File: config.mk
export PLATFORM = sky130hd
export DESIGN_NAME = fpu_mul_iter
export DESIGN_NICKNAME = d
export VERILOG_FILES = /design/src/rtl/fpu_mul_iter.sv
export SDC_FILE = /design/constraint.sdc
export NUM_CORES = 1
export LEC_CHECK = 0
export ABC_CLOCK_PERIOD_IN_PS = 8000
export BUFFER_PORTS_ARGS = -buffer_cell sky130_fd_sc_hd__buf_2
export CAP_MARGIN = 15
export CORE_MARGIN = 5
export CORE_UTILIZATION = 45
export DETAILED_ROUTE_END_ITERATION = 10
export PLACE_DENSITY = 0.64
export SLEW_MARGIN = 10
export SYNTH_ARGS = -nofsm -noshare
export SYNTH_HDL_FRONTEND = slang
export SYNTH_SLANG_ARGS = --single-unit
File: constraint.sdc
create_clock -name clk -period 8 [get_ports clk]
set_clock_uncertainty 0.1 [all_clocks]
set_input_delay 0.8 -clock clk [delete_from_list [all_inputs] [get_ports clk]]
set_output_delay 0.8 -clock clk [all_outputs]
set_load 0.01 [all_outputs]
File: src/rtl/fpu_mul_iter.sv
// fpu_mul_iter: iterative IEEE-754 multiplier, shift-add over BPC bits per cycle, flush-to-zero subnormals
module fpu_mul_iter #(
   parameter int EXP_W = 8,
   parameter int MAN_W = 23,
   parameter int BPC   = 4
) (
   input  logic                   clk,
   input  logic                   rst,
   input  logic                   start,
   input  logic [EXP_W+MAN_W:0]   operA,
   input  logic [EXP_W+MAN_W:0]   operB,
   input  logic [2:0]             frm,
   output logic [EXP_W+MAN_W:0]   result,
   output logic [4:0]             fflags,
   output logic                   busy,
   output logic                   done
);
   localparam int W    = 1 + EXP_W + MAN_W;
   localparam int SW   = MAN_W + 1;
   localparam int PW   = 2 * SW;
   localparam int N    = (SW + BPC - 1) / BPC;
   localparam int MW   = N * BPC;
   localparam int EW   = EXP_W + 2;
   localparam int CW   = $clog2(N + 1);
   localparam int BIAS = 2**(EXP_W-1) - 1;
   localparam logic [W-1:0] QNAN = {1'b0, {EXP_W{1'b1}}, 1'b1, {(MAN_W-1){1'b0}}};

   typedef enum logic [2:0] {IDLE, MUL, NORM, ROUND, DONE} state_t;
   state_t state, state_nx;

   logic              sa, sb, za, zb, ia, ib, na, nb, sna, snb, inz, special, sp_nv;
   logic [EXP_W-1:0]  ea, eb;
   logic [MAN_W-1:0]  fa, fb;
   logic [W-1:0]      sp_res;
   logic [CW-1:0]     cnt;
   logic              sgn, g, s;
   logic [2:0]        rm;
   logic [EW-1:0]     e_r, e_f;
   logic [PW-1:0]     mc, prod, nprod;
   logic [MW-1:0]     mplier;
   logic [SW-1:0]     sig;
   logic [SW:0]       rsum;
   logic              inc, ovf, unf, to_max;
   logic [W-1:0]      rnd_res;

   assign {sa, ea, fa} = operA;
   assign {sb, eb, fb} = operB;
   assign za = ea == '0;
   assign zb = eb == '0;
   assign ia = &ea && fa == '0;
   assign ib = &eb && fb == '0;
   assign na = &ea && fa != '0;
   assign nb = &eb && fb != '0;
   assign sna = na && !fa[MAN_W-1];
   assign snb = nb && !fb[MAN_W-1];
   assign inz = (ia | ib) & (za | zb);
   assign special = za | zb | ia | ib | na | nb;
   assign sp_nv = sna | snb | inz;
   assign sp_res = (na | nb | inz) ? QNAN :
                   (ia | ib) ? {sa ^ sb, {EXP_W{1'b1}}, {MAN_W{1'b0}}} :
                   {sa ^ sb, {(W-1){1'b0}}};

   // normalise so the leading one sits at the product MSB
   assign nprod = prod[PW-1] ? prod : prod << 1;

   always_comb begin
      inc = rm == 3'd1 ? 1'b0 :
            rm == 3'd2 ? sgn & (g | s) :
            rm == 3'd3 ? !sgn & (g | s) :
            rm == 3'd4 ? g :
            g & (s | sig[0]);
      rsum = {1'b0, sig} + {{SW{1'b0}}, inc};
      e_f = e_r + EW'(rsum[SW]);
      ovf = !e_f[EW-1] && e_f >= EW'(2**EXP_W - 1);
      unf = e_f[EW-1] || e_f == '0;
      to_max = rm == 3'd1 || (rm == 3'd2 && !sgn) || (rm == 3'd3 && sgn);
      rnd_res = ovf ? (to_max ? {sgn, {(EXP_W-1){1'b1}}, 1'b0, {MAN_W{1'b1}}} :
                                {sgn, {EXP_W{1'b1}}, {MAN_W{1'b0}}}) :
                unf ? {sgn, {(W-1){1'b0}}} :
                {sgn, e_f[EXP_W-1:0], rsum[MAN_W-1:0]};
   end

   always_ff @(posedge clk or negedge rst) begin
      if (!rst) state <= IDLE;
      else      state <= state_nx;
   end

   always_comb begin
      state_nx = state;
      case (state)
         IDLE:  state_nx = start ? (special ? DONE : MUL) : IDLE;
         MUL:   state_nx = cnt == CW'(N-1) ? NORM : MUL;
         NORM:  state_nx = ROUND;
         ROUND: state_nx = DONE;
         default: state_nx = IDLE;
      endcase
   end

   assign busy = state != IDLE;
   assign done = state == DONE;

   always_ff @(posedge clk or negedge rst) begin
      if (!rst) begin
         cnt <= '0;
         sgn <= 1'b0;
         rm <= '0;
         e_r <= '0;
         mc <= '0;
         mplier <= '0;
         prod <= '0;
         sig <= '0;
         g <= 1'b0;
         s <= 1'b0;
         result <= '0;
         fflags <= '0;
      end else begin
         case (state)
            IDLE: if (start) begin
               cnt <= '0;
               sgn <= sa ^ sb;
               rm <= frm;
               e_r <= EW'(ea) + EW'(eb) - EW'(BIAS);
               mc <= PW'({1'b1, fa});
               mplier <= MW'({1'b1, fb});
               prod <= '0;
               if (special) begin
                  result <= sp_res;
                  fflags <= {sp_nv, 4'b0000};
               end
            end
            MUL: begin
               prod <= prod + mc * PW'(mplier[BPC-1:0]);
               mc <= mc << BPC;
               mplier <= mplier >> BPC;
               cnt <= cnt + 1'b1;
            end
            NORM: begin
               sig <= nprod[PW-1 -: SW];
               g <= nprod[PW-1-SW];
               s <= |nprod[PW-2-SW:0];
               e_r <= e_r + EW'(prod[PW-1]);
            end
            ROUND: begin
               result <= rnd_res;
               fflags <= {2'b00, ovf, unf, g | s | ovf | unf};
            end
            default: ;
         endcase
      end
   end
endmodule

# Word level (Yosys, flattened, before mapping)
# Index checks and enable logic that the tools add are counted.
# word_totals
out_inout_bits,39
ff_bits,203
# op_classes
n_eq_ne,11
n_reduce_logical,35
n_mul,1
mux,30
n_addsub,7
n_lt_le_gt_ge,1
n_bitwise,19
# ops
op,n
48-bit case mux with 2 select lines,2
48-bit 2-to-1 mux,3
32-bit 2-to-1 mux,3
31-bit 2-to-1 mux,3
32-bit case mux with 2 select lines,1
48-bit adder,1
48-bit by 4-bit multiplier with 48-bit output,1
24-bit 2-to-1 mux,2
24-bit case mux with 2 select lines,1
23-bit zero test,2
23-bit nonzero test,2
24-bit by 1-bit adder with 25-bit output,1
23-bit OR reduction,1
10-bit by 1-bit adder with 10-bit output,2
10-bit case mux with 2 select lines,1
8-bit zero test,2
8-bit AND reduction,2
1-bit bitwise OR,14
3-bit by 2-bit equality test with 1-bit output (second input constant),4
3-bit case mux with 4 select lines,1
10-bit by 8-bit greater-or-equal comparator with 1-bit output (second input constant),1
10-bit zero test,1
10-bit 2-to-1 mux,1
5-bit 2-to-1 mux,2
21 further kinds,50

# Logic depth before layout (Yosys ltp)
# Gate-level depths: netlist (run 1).
# logic_depth
ltp_word,13
mapped_depth,24
depth_no_buf,24

# Worst setup path after synthesis (run 1)
# Ideal clock, no wire load.
# synth_path
path_type,reg-to-reg
start,register mplier[3]
end,register prod[34]
setup_time_ps,128
path_stages_with_launch,19
synth_period_minus_slack_ps,4765
arrival_time_ps,4537
n_path_buf,2
slack_ps,3235
path_cell_list,dfrtp_1 -> clkbuf_1 -> clkbuf_1 -> and2_1 -> fa_1 -> fa_1 -> inv_1 -> fa_1 -> inv_1 -> ha_1 -> a21o_1 -> a31o_2 -> o2111ai_1 -> o2111ai_1 -> a41oi_1 -> o21ai_1 -> a31oi_1 -> mux2i_1 -> nand3_1
# synth_between
elab_chain_len,3
# synth_rtl
element,line_no,text
start: declaration,40,logic [MW-1:0] mplier;
start signal: assignment,124,"mplier <= MW'({1'b1, fb});"
start signal: assignment,134,mplier <= mplier >> BPC;
48-bit by 4-bit multiplier with 48-bit output,132,prod <= prod + mc * PW'(mplier[BPC-1:0]);
48-bit adder,132,
48-bit case mux with 2 select lines,117,case (state)
end signal: assignment,132,
end: declaration,39,"logic [PW-1:0] mc, prod, nprod;"
# No other way between the ends.
# A chain may end at the register's enable or synchronous reset.

# Worst setup path in the final report (run 1)
# layout_path
start,register mplier[2]
end,register prod[45]
# Same word-level chain as after synthesis.

==> results of run 1 <==
-- critical path, cell delays in order, from the launching register on --
cell     delay, ps
dfrtp_1        780
buf_4          390
nand2_1        110
fa_1           510
inv_1           60
fa_1           580
fa_1           430
ha_1           460
and3_1         270
and2_1         180
nand3_1        220
or3_1          470
nor3_1         280
a221o_1        190
a41oi_1         60
xor2_1         230
o21ai_1         80
-- layer usage --
| metal | vias to the layer above | GRT usage | wire, um |
|---|---|---|---|
| li1 | 6809 | - | - |
| met3 | 46 | 0.0356 | 2590 |
| met1 | 6627 | 0.317 | 21100 |
| met4 | 0 | 0.0388 | 694 |
| met5 | - | 0 | 0 |
| met2 | 343 | 0.318 | 18200 |
-- synth_stat cells, types with 7 or more instances --
cell / n / area (um2)
mux2i_1: 30 / 300
nand2_1: 353 / 1330
buf_1: 9 / 33.8
buf_2: 7 / 35.0
xor2_1: 35 / 307
a21oi_1: 97 / 485
o31ai_1: 7 / 52.6
nor4_1: 19 / 119
o21a_1: 10 / 75.1
and3_1: 27 / 169
ha_1: 74 / 926
a31oi_1: 55 / 344
fa_1: 135 / 2700
nor3_1: 14 / 70.1
a21o_1: 23 / 173
xnor2_1: 46 / 403
and2_1: 140 / 876
o21ai_0: 163 / 816
clkbuf_1: 86 / 323
nand3_1: 61 / 305
inv_1: 213 / 800
o21bai_1: 8 / 60.1
nand4_1: 18 / 113
nor2_1: 97 / 364
dfrtp_1: 202 / 5050
-- state kept, by name, indices dropped and copies added, names as in the netlist --
name    flops
mplier     24
mc         48
cnt         3
prod       48
state       3
sgn         1
e_r        10
sig        24
result     32
s           1
fflags      4
rm          3
g           1
-- cell type report --
| class | instances | share of cell area |
|---|---|---|
| multi-input cells | 1510 | 0.573 |
| flip-flops and latches | 202 | 0.268 |
| inverters | 214 | 0.0425 |
| clock buffers | 36 | 0.0391 |
| repair buffers | 121 | 0.0346 |
| well taps | 511 | 0.0338 |
| clock inverters | 12 | 0.00967 |
-- stage by stage --
stage | setup slack (ps) | instances | cell area [um2]
2_1_floorplan | 3230 | 2031 | 17100
3_3_place_gp | 2180 | 2557 | 18000
3_5_place_dp | 2180 | 2557 | 18000
4_1_cts | 2180 | 2605 | 18900
5_1_grt | 2020 | 2606 | 18900
6_report | 2460 | 2606 | 18900
-- logic make-up after synthesis --
family / count (synthesis)
AND/OR/NAND/NOR: 768
buffers and inverters: 319
AO/OA/AOI/OAI: 419
adder cells (fa/ha/maj): 209
other: 1
multiplexers: 30
XOR/XNOR: 83
flip-flops: 202
-- final timing paths --
path                                  startpoint  slack, ps                    end
max in group asynchronous                    rst       6110  mplier[1]$_DFFE_PN0P_
min in group clk             sig[23]$_DFFE_PN0P_        370    sig[23]$_DFFE_PN0P_
hold / removal                               rst        250     e_r[7]$_DFFE_PN0P_
setup reg to reg           mplier[2]$_DFFE_PN0P_       2460   prod[45]$_DFFE_PN0P_
setup / recovery           mplier[2]$_DFFE_PN0P_       2460   prod[45]$_DFFE_PN0P_
hold reg to reg              sig[23]$_DFFE_PN0P_        370    sig[23]$_DFFE_PN0P_
==> run metrics, run 1 <==
Reg2Reg Depth 16; ys flop type dfrtp_1; Tcrit/Tclk final 0.693; Final Hold Fails 0; Layout Utilization 0.503; layout cells sized above 1 0.0888; crit path launch type flip-flop; outcome complete, no violations; area of the multi-input gates 10800 um2; DR DRC count 0; Initial DRC Count 835; FP Rows roughly 70; clock buffer count from CTS 26; post-route minimum period between 5000 and 6000 ps; Seq. cell area 5060 um2; largest net degree at the start of global routing about 120; Routed Wire Length ~43 mm; Ys Warns 0; critical-path maximum fanout 25; Setup violations, final 0; # IOs 109; post-CTS setup buffer count 0; worst min path class primary input to asynchronous set/reset pin; Synth Area in XOR/XNOR 0.0434; worst hold margin 248 ps; worst skew pair latency 550 ps; Antenna Violating Nets Remaining 0; Clock transition at path regs 60 ps; Hold Buf Count CTS 0; 1st-pass router iterations 5; Achievable Freq 180 MHz; Starting Density 0.454; core region area 37600 um2; commonest non-fill, non-tap cell in the layout nand2_1; Syn Inst Count 2031; die area 41900 um2; CTS tree built; GRT Util Overall 0.209; Synth Area in Compound Gates 0.146; CTS max path bufs 3; Setup CP Type flip-flop to flip-flop; Setup crit end kind flip-flop; sequential share of the synthesized area 0.296; Pins Over Slew Limit 0; most frequent cells in the layout nand2_1 (352), inv_1 (213), dfrtp_1 (201); MaxCap Viol Count 0; FILL cells 3641; synthesized area per cell ~8.4 um2; synthesized cell area 17100 um2; via count 13800; Die Y between 200 and 250 um; EDFF count, synth 0; Area growth syn-to-layout 10.6%; vias in the first global route 14000; largest family of logic cells by synthesized area simple AND/OR/NAND/NOR gates; proportion of synthesized area in mux cells 0.0176; Final HPWL DP 32.4 mm; vias per cell 5.31; # port buffers ~110; die width roughly 200 um; antenna cell count 0; H-tree levels 1; Worst Path Required about 8300 ps; RSZ-0062 raised after global routing false; Post-CTS Resized 0; TNS Setup 0 ps; Root Buffer clkbuf_16; CTS sink count ~200; routed len/inst ~16 um; post-synth cell types 73; worst-margin pin slew 1130 ps; initial antenna violation count 0; Synth Area in Adders 0.212; flop and latch count out of synthesis roughly 200; Post-Synth Simple-Gate Area 0.213; nets@finish 2354; critical path arrival 5840 ps; global-route wire length before repair 72.5 mm; syn_nets 2310; relative slew slack 0.249; async set or reset register ratio after synthesis 1.00; GP Congestion 0.934; Congestion Overflow GR 0
Power of run 1 is not shown: default switching activity piles up to over one toggle a cycle in this logic, so the estimate is an artifact.
==> run 2, diff against run 1 <==
--- a/config.mk
+++ b/config.mk
@@ -5,13 +5,14 @@
 export SDC_FILE = /design/constraint.sdc
 export NUM_CORES = 1
 export LEC_CHECK = 0
-export ABC_CLOCK_PERIOD_IN_PS = 8000
+export ABC_AREA = 1
+export ABC_CLOCK_PERIOD_IN_PS = 4650
 export BUFFER_PORTS_ARGS = -buffer_cell sky130_fd_sc_hd__buf_2
 export CAP_MARGIN = 15
 export CORE_MARGIN = 5
 export CORE_UTILIZATION = 45
 export DETAILED_ROUTE_END_ITERATION = 10
-export PLACE_DENSITY = 0.64
+export PLACE_DENSITY = 0.66
 export SLEW_MARGIN = 10
 export SYNTH_ARGS = -nofsm -noshare
 export SYNTH_HDL_FRONTEND = slang
==> constraint.sdc (replaced) <==
create_clock -name clk -period 4.65 [get_ports clk]
set_clock_uncertainty 0.1 [all_clocks]
set_input_delay 0.465 -clock clk [delete_from_list [all_inputs] [get_ports clk]]
set_output_delay 0.465 -clock clk [all_outputs]
set_load 0.01 [all_outputs]
==> run metrics, run 2 <==
syn_nets 2966 (was 2310); # IOs 109 (unchanged); GP Congestion 0.960 (was 0.934); Starting Density 0.454 (about the same); initial antenna violation count 0 (unchanged); Tcrit/Tclk final 0.951 (was 0.693); Reg2Reg Setup Slack 230 ps (was 2460 ps); synthesized area per cell 6.91 um2 (was 8.41 um2); Clock transition at path regs 60 ps (about the same); 1st-pass router iterations 6 (was 5); worst-path cell chain buf_12 > nand2_1 > fa_1 > fa_1 > fa_1 > inv_1 > ha_1 > buf_4 > nand3_1 > nand3_1 > nand2_1 > nand2_1 > nand2_1 > nand2_1 > nand3_1 > nand3_1 > nand2_1 > nand3_1 > nand2_1 (was buf_4 > nand2_1 > fa_1 > inv_1 > fa_1 > fa_1 > ha_1 > and3_1 > and2_1 > nand3_1 > or3_1 > nor3_1 > a221o_1 > a41oi_1 > xor2_1 > o21ai_1); H-tree levels 1 (unchanged); Top Registers mc x48, prod x48, result x32 (unchanged); vias per cell 5.15 (was 5.31); crit path max-delay cell type fa_1 (was dfrtp_1); Final HPWL DP 43.6 mm (was 32.4 mm); core region area 40800 um2 (was 37600 um2); clock buffer count from CTS 26 (unchanged); Root Buffer clkbuf_16 (unchanged); post-synth cell types 49 (was 73); GRT Util Overall 0.244 (was 0.209); Crit path top cell by count nand2_1 (was fa_1); largest net degree at the start of global routing 96 (was 115); TNS Setup 0 ps (unchanged); # port buffers 107 (unchanged); placed cells 3290 (was 2557); Slowest Stage Delay on Critical Path 520 ps (was 780 ps); CTS sink count 202 (unchanged); post-route minimum period 4420 ps (was 5540 ps); commonest non-fill, non-tap cell in the layout nand2_1 (unchanged); Initial DRC Count 1245 (was 835); top cells by count, synth nand2_1 (804), inv_1 (599), dfrtp_1 (202) (was nand2_1 (353), inv_1 (213), dfrtp_1 (202)); Ys Warns 0 (unchanged); async set or reset register ratio after synthesis 1.00 (unchanged); Congestion Overflow GR 0 (unchanged); hold_sp operB[21]; worst-margin pin slew 1070 ps (was 1130 ps); EDFF count, synth 0 (unchanged); ys flop type dfrtp_1 (unchanged); Pins Over Slew Limit 0 (unchanged); Hold Path End mplier[21]$_DFFE_PN0P_; Antenna Violating Nets Remaining 0 (unchanged); Synth area leader dfrtp_1 (unchanged); post-route non-filler standard cell count 3338 (was 2606); FF-to-FF End prod[42]$_DFFE_PN0P_ (was prod[45]$_DFFE_PN0P_); routed len/inst 16.5 um (was 16.3 um); RSZ-0062 raised after global routing false (unchanged); Routed Wire Length 55.0 mm (was 42.6 mm); nets@finish 3069 (was 2354); sequential share of the synthesized area 0.272 (was 0.296); vias in the first global route 17200 (was 14000); FP Rows 74 (was 71); critical path arrival 4760 ps (was 5840 ps); flop and latch count out of synthesis 202 (unchanged); worst min path class primary input to flip-flop (was primary input to asynchronous set/reset pin); outcome complete, no violations (unchanged); Final Hold Fails 0 (unchanged); Syn Inst Count 2687 (was 2031); critical-path maximum fanout 47 (was 25); Reg2Reg Depth 19 (was 16); top-area cell type share of the netlist area 0.272 (was 0.296); DR DRC count 0 (unchanged); Achievable Freq 226 MHz (was 180 MHz); r2r startpoint mplier[3]$_DFFE_PN0P_ (was mplier[2]$_DFFE_PN0P_); met1 Use GR 0.340 (was 0.317); crit path launch type flip-flop (unchanged); Setup violations, final 0 (unchanged); antenna cell count 0 (unchanged); CTS tree built (unchanged); Area growth syn-to-layout 12.4% (was 10.6%); most frequent cells in the layout nand2_1 (801), inv_1 (598), dfrtp_1 (202) (was nand2_1 (352), inv_1 (213), dfrtp_1 (201)); Cells on Worst Hold Path 3; global-route wire length before repair 89.1 mm (was 72.5 mm); die width 213 um (was 205 um); met3 Track Usage GR 0.0287 (was 0.0356); via count 17200 (was 13800); CTS max path bufs 3 (unchanged); relative slew slack 0.277 (was 0.249); Worst Path Required 4990 ps (was 8300 ps); GRT busiest layer met2 (unchanged); Setup crit end kind flip-flop (unchanged); Setup CP Type flip-flop to flip-flop (unchanged); die area 45400 um2 (was 41900 um2); post-CTS setup buffer count 0 (unchanged); Die Y 213 um (was 205 um); most numerous cell in the Yosys netlist nand2_1 (unchanged); layout cells sized above 1 0.0870 (was 0.0888); met2 Use GR 0.405 (was 0.318); synthesized cell area 18600 um2 (was 17100 um2); MaxCap Viol Count 0 (unchanged); synth top area cells dfrtp_1 (27%), nand2_1 (16%), fa_1 (15%) (was dfrtp_1 (30%), fa_1 (16%), nand2_1 (7.8%)); worst skew pair latency 560 ps (was 550 ps)
==> run 2: cells by family after synthesis <==
group / after synthesis / synth area share
xor+xnor: 33 / 0.0156
flops: 202 / 0.272
buf+inv: 690 / 0.143
other cells: 1 / 0.000202
compound gates: 401 / 0.122
simple gates: 1151 / 0.251
fa+ha+maj: 209 / 0.196
==> run 2: metrics by stage <==
step	worst slack, ps	utilization	hold slack, ps	area (um2)
floorplan	486	-	69.4	18600
global placement	33.1	0.486	355	19800
detailed placement	-1.64	0.486	360	19800
CTS	29.0	0.507	20.2	20700
global route	12.4	0.511	80.6	20900
finish	227	0.511	43.6	20900
==> run 2: repair_timing <==
item,CTS,global route
hold endpoints to repair,58,0
endpoints found under the setup margin,1,48
pin swaps,0,5
gates resized for setup,1,33
gates cloned,0,3
hold buffers,1,0
==> run 2: layout make-up <==
type	count	area (um2)
inverter	606	2280
clock buffer	36	768
timing repair buffer	157	1020
sequential	202	5050
fill	4105	20000
clock inverter	8	83.8
multi-input combinational	1797	11000
tap	532	666
==> run 2: worst max-delay path by stage <==
stage | from | to | slack (ps) | cells past startpoint
after floorplan | mplier[3]$_DFFE_PN0P_ | prod[43]$_DFFE_PN0P_ | 490 | 19
after global placement | mplier[2]$_DFFE_PN0P_ | prod[36]$_DFFE_PN0P_ | 30 | 20
after detailed placement | mplier[2]$_DFFE_PN0P_ | prod[36]$_DFFE_PN0P_ | -2 | 20
after CTS | rm[2]$_DFFE_PN0P_ | result[27]$_DFFE_PN0P_ | 30 | 28
after global routing | mplier[3]$_DFFE_PN0P_ | prod[29]$_DFFE_PN0P_ | 10 | 20
final | mplier[3]$_DFFE_PN0P_ | prod[42]$_DFFE_PN0P_ | 230 | 19
==> run 2: critical path: cells and delay by family, from the launching register on <==
family / cells / cell delay [ps]
adders and majority gates: 4 / 1840
buffers and inverters: 3 / 420
and+or+nand+nor: 12 / 1540
DFF: 1 / 370
==> run 2: layer usage <==
metal,vias to the layer above,wire [um]
li1,8476,-
met1,8132,24900
met2,494,25300
met3,99,3030
met4,0,1860
met5,-,0
Power of run 2 is left out for the same reason.
==> run 3, diff against run 2 <==
--- a/config.mk
+++ b/config.mk
@@ -6,13 +6,15 @@
 export NUM_CORES = 1
 export LEC_CHECK = 0
 export ABC_AREA = 1
-export ABC_CLOCK_PERIOD_IN_PS = 4650
+export ABC_CLOCK_PERIOD_IN_PS = 5560
 export BUFFER_PORTS_ARGS = -buffer_cell sky130_fd_sc_hd__buf_2
 export CAP_MARGIN = 15
+export CELL_PAD_IN_SITES_DETAIL_PLACEMENT = 2
+export CELL_PAD_IN_SITES_GLOBAL_PLACEMENT = 2
 export CORE_MARGIN = 5
-export CORE_UTILIZATION = 45
+export CORE_UTILIZATION = 39
 export DETAILED_ROUTE_END_ITERATION = 10
-export PLACE_DENSITY = 0.66
+export PLACE_DENSITY = 0.9
 export SLEW_MARGIN = 10
 export SYNTH_ARGS = -nofsm -noshare
 export SYNTH_HDL_FRONTEND = slang
==> constraint.sdc (replaced) <==
create_clock -name clk -period 5.56 [get_ports clk]
set_clock_uncertainty 0.1 [all_clocks]
set_input_delay 0.556 -clock clk [delete_from_list [all_inputs] [get_ports clk]]
set_output_delay 0.556 -clock clk [all_outputs]
set_load 0.01 [all_outputs]
==> run metrics, run 3 (synthesized netlist as in run 2, its figures left out) <==
Final Instance Area 20700 um2 (was 20900 um2); Achievable Freq 184 MHz (was 226 MHz); post-route minimum period 5420 ps (was 4420 ps); largest net degree at the start of global routing 104 (was 96); area post-placement 19700 um2 (was 19800 um2); Pins Over Slew Limit 0 (unchanged); Worst Path Required 5940 ps (was 4990 ps); clock buffer count from CTS 27 (was 26); FP Rows 80 (was 74); GRT Util Overall 0.322 (was 0.244); Die Y 228 um (was 213 um); via count 19300 (was 17200); # port buffers 107 (unchanged); Setup crit end kind flip-flop (unchanged); CTS sink count 202 (unchanged); die width 228 um (was 213 um); worst skew pair latency 590 ps (was 560 ps); core region area 47400 um2 (was 40800 um2); FILL cells 5624 (was 4105); layout cells sized above 1 0.0703 (was 0.0870); H-tree levels 1 (unchanged); fin worst setup slack 138 ps (was 227 ps); Tcrit/Tclk final 0.975 (was 0.951); critical path arrival 5810 ps (was 4760 ps); die area 52000 um2 (was 45400 um2); DR DRC count 0 (unchanged); Seq. cell area 5050 um2 (unchanged); Routed Wire Length 86.1 mm (was 55.0 mm); failing checks negative hold slack; Congestion Overflow GR 0 (unchanged); Antenna Violating Nets Remaining 0 (unchanged); outcome complete, but fails checks (was complete, no violations); vias per cell 5.69 (was 5.15); initial antenna violation count 1 (was 0); Hold Buf Count CTS 0 (was 1); worst-margin pin slew 1040 ps (was 1070 ps); Final Hold Fails 2 (was 0); worst min path class primary input to asynchronous set/reset pin (was primary input to flip-flop); worst-path cell chain buf_12 > nand2_1 > inv_1 > fa_1 > fa_1 > inv_1 > fa_1 > inv_1 > ha_1 > a21oi_1 > inv_1 > nor2_1 > nand2_1 > nand2_1 > nand2_1 > nand2_1 > nand2_1 > a21oi_1 > o21ai_0 > o21ai_0 (was buf_12 > nand2_1 > fa_1 > fa_1 > fa_1 > inv_1 > ha_1 > buf_4 > nand3_1 > nand3_1 > nand2_1 > nand2_1 > nand2_1 > nand2_1 > nand3_1 > nand3_1 > nand2_1 > nand3_1 > nand2_1); TNS Setup 0 ps (unchanged); cell family with most CP delay adder cells (unchanged); routed len/inst 25.4 um (was 16.5 um); WP buf/inv 5 (was 3); Final HPWL DP 59.8 mm (was 43.6 mm); commonest non-fill, non-tap cell in the layout nand2_1 (unchanged); Slowest Stage Delay on Critical Path 640 ps (was 520 ps); Crit path top cell by count nand2_1 (unchanged); CTS tree built (unchanged); Layout Utilization 0.436 (was 0.511); DP Worst Slack 362 ps (was -1.64 ps); nets@finish 3036 (was 3069); crit path launch type flip-flop (unchanged); 1st-pass router iterations 5 (was 6); Area growth syn-to-layout 11.4% (was 12.4%); Starting Density 0.391 (was 0.454); global-route wire length before repair 133 mm (was 89.1 mm); Initial DRC Count 1230 (was 1245); most frequent cells in the layout nand2_1 (803), inv_1 (599), dfrtp_1 (202) (was nand2_1 (801), inv_1 (598), dfrtp_1 (202)); area of the multi-input gates 10900 um2 (was 11000 um2); MaxCap Viol Count 0 (unchanged); critical-path maximum fanout 44 (was 47); antenna cell count 0 (unchanged); # IOs 109 (unchanged); Root Buffer clkbuf_16 (unchanged); Top Registers mc x48, prod x48, result x32 (unchanged); Clock transition at path regs 80 ps (was 60 ps); vias in the first global route 22500 (was 17200); CTS max path bufs 3 (unchanged); GP Congestion 0.928 (was 0.960); Setup CP Type flip-flop to flip-flop (unchanged); worst hold margin -1.67 ps (was 43.6 ps); relative slew slack 0.304 (was 0.277); Setup violations, final 0 (unchanged); crit path max-delay cell type fa_1 (unchanged)
## run 3: cell types whose count changed in the layout (fill, tap and decap cells not counted), sizes merged
cell / before / now
clkbuf: 38 / 37
clkinv: 9 / 7
nand2: 811 / 810
bufinv: 1 / 5
dlygate4sd3: 1 / 0
buf: 154 / 123
## run 3: stage by stage
stage               hold WS (ps)  instances
global route                93.0       3389
floorplan                    160       2687
global placement             353       3339
CTS                         70.8       3386
detailed placement           369       3340
finish                     -1.67       3389
## run 3: timing repair
action                     in CTS  in global routing
resized for setup               0                  6
setup endpoints to repair       0                 33
setup buffers                   0                  2
## run 3: worst paths after layout
| path | start | to | slack (ps) | cells past startpoint |
|---|---|---|---|---|
| max in group asynchronous | rst | sig[21]$_DFFE_PN0P_ | 4230 | 2 |
| worst min-delay path | rst | e_r[7]$_DFFE_PN0P_ | -2 | 1 |
| worst min register to register | result[1]$_DFFE_PN0P_ | result[1]$_DFFE_PN0P_ | 380 | 2 |
| worst max register to register | mplier[1]$_DFFE_PN0P_ | prod[20]$_DFFE_PN0P_ | 140 | 20 |
| min in group clk | frm[2] | rm[2]$_DFFE_PN0P_ | 130 | 3 |
| worst max-delay path | mplier[1]$_DFFE_PN0P_ | prod[20]$_DFFE_PN0P_ | 140 | 20 |
## run 3: final cells by class
class                           count  share of cell area
Clock buffer                       36              0.0372
Inverter                          606               0.110
Tap cell                          615              0.0372
Timing Repair Buffer              124              0.0353
Multi-Input combinational cell   1796               0.527
Clock inverter                     10             0.00847
Sequential cell                   202               0.245
## run 3: layer usage
layer | GRT usage | share of wire | vias up
li1 | - | - | 8389
met1 | 0.371 | 0.39 | 9975
met2 | 0.584 | 0.51 | 629
met3 | 0.0466 | 0.049 | 303
met4 | 0.157 | 0.058 | 0
met5 | 0 | 0 | -
Power of run 3 is left out for the same reason.
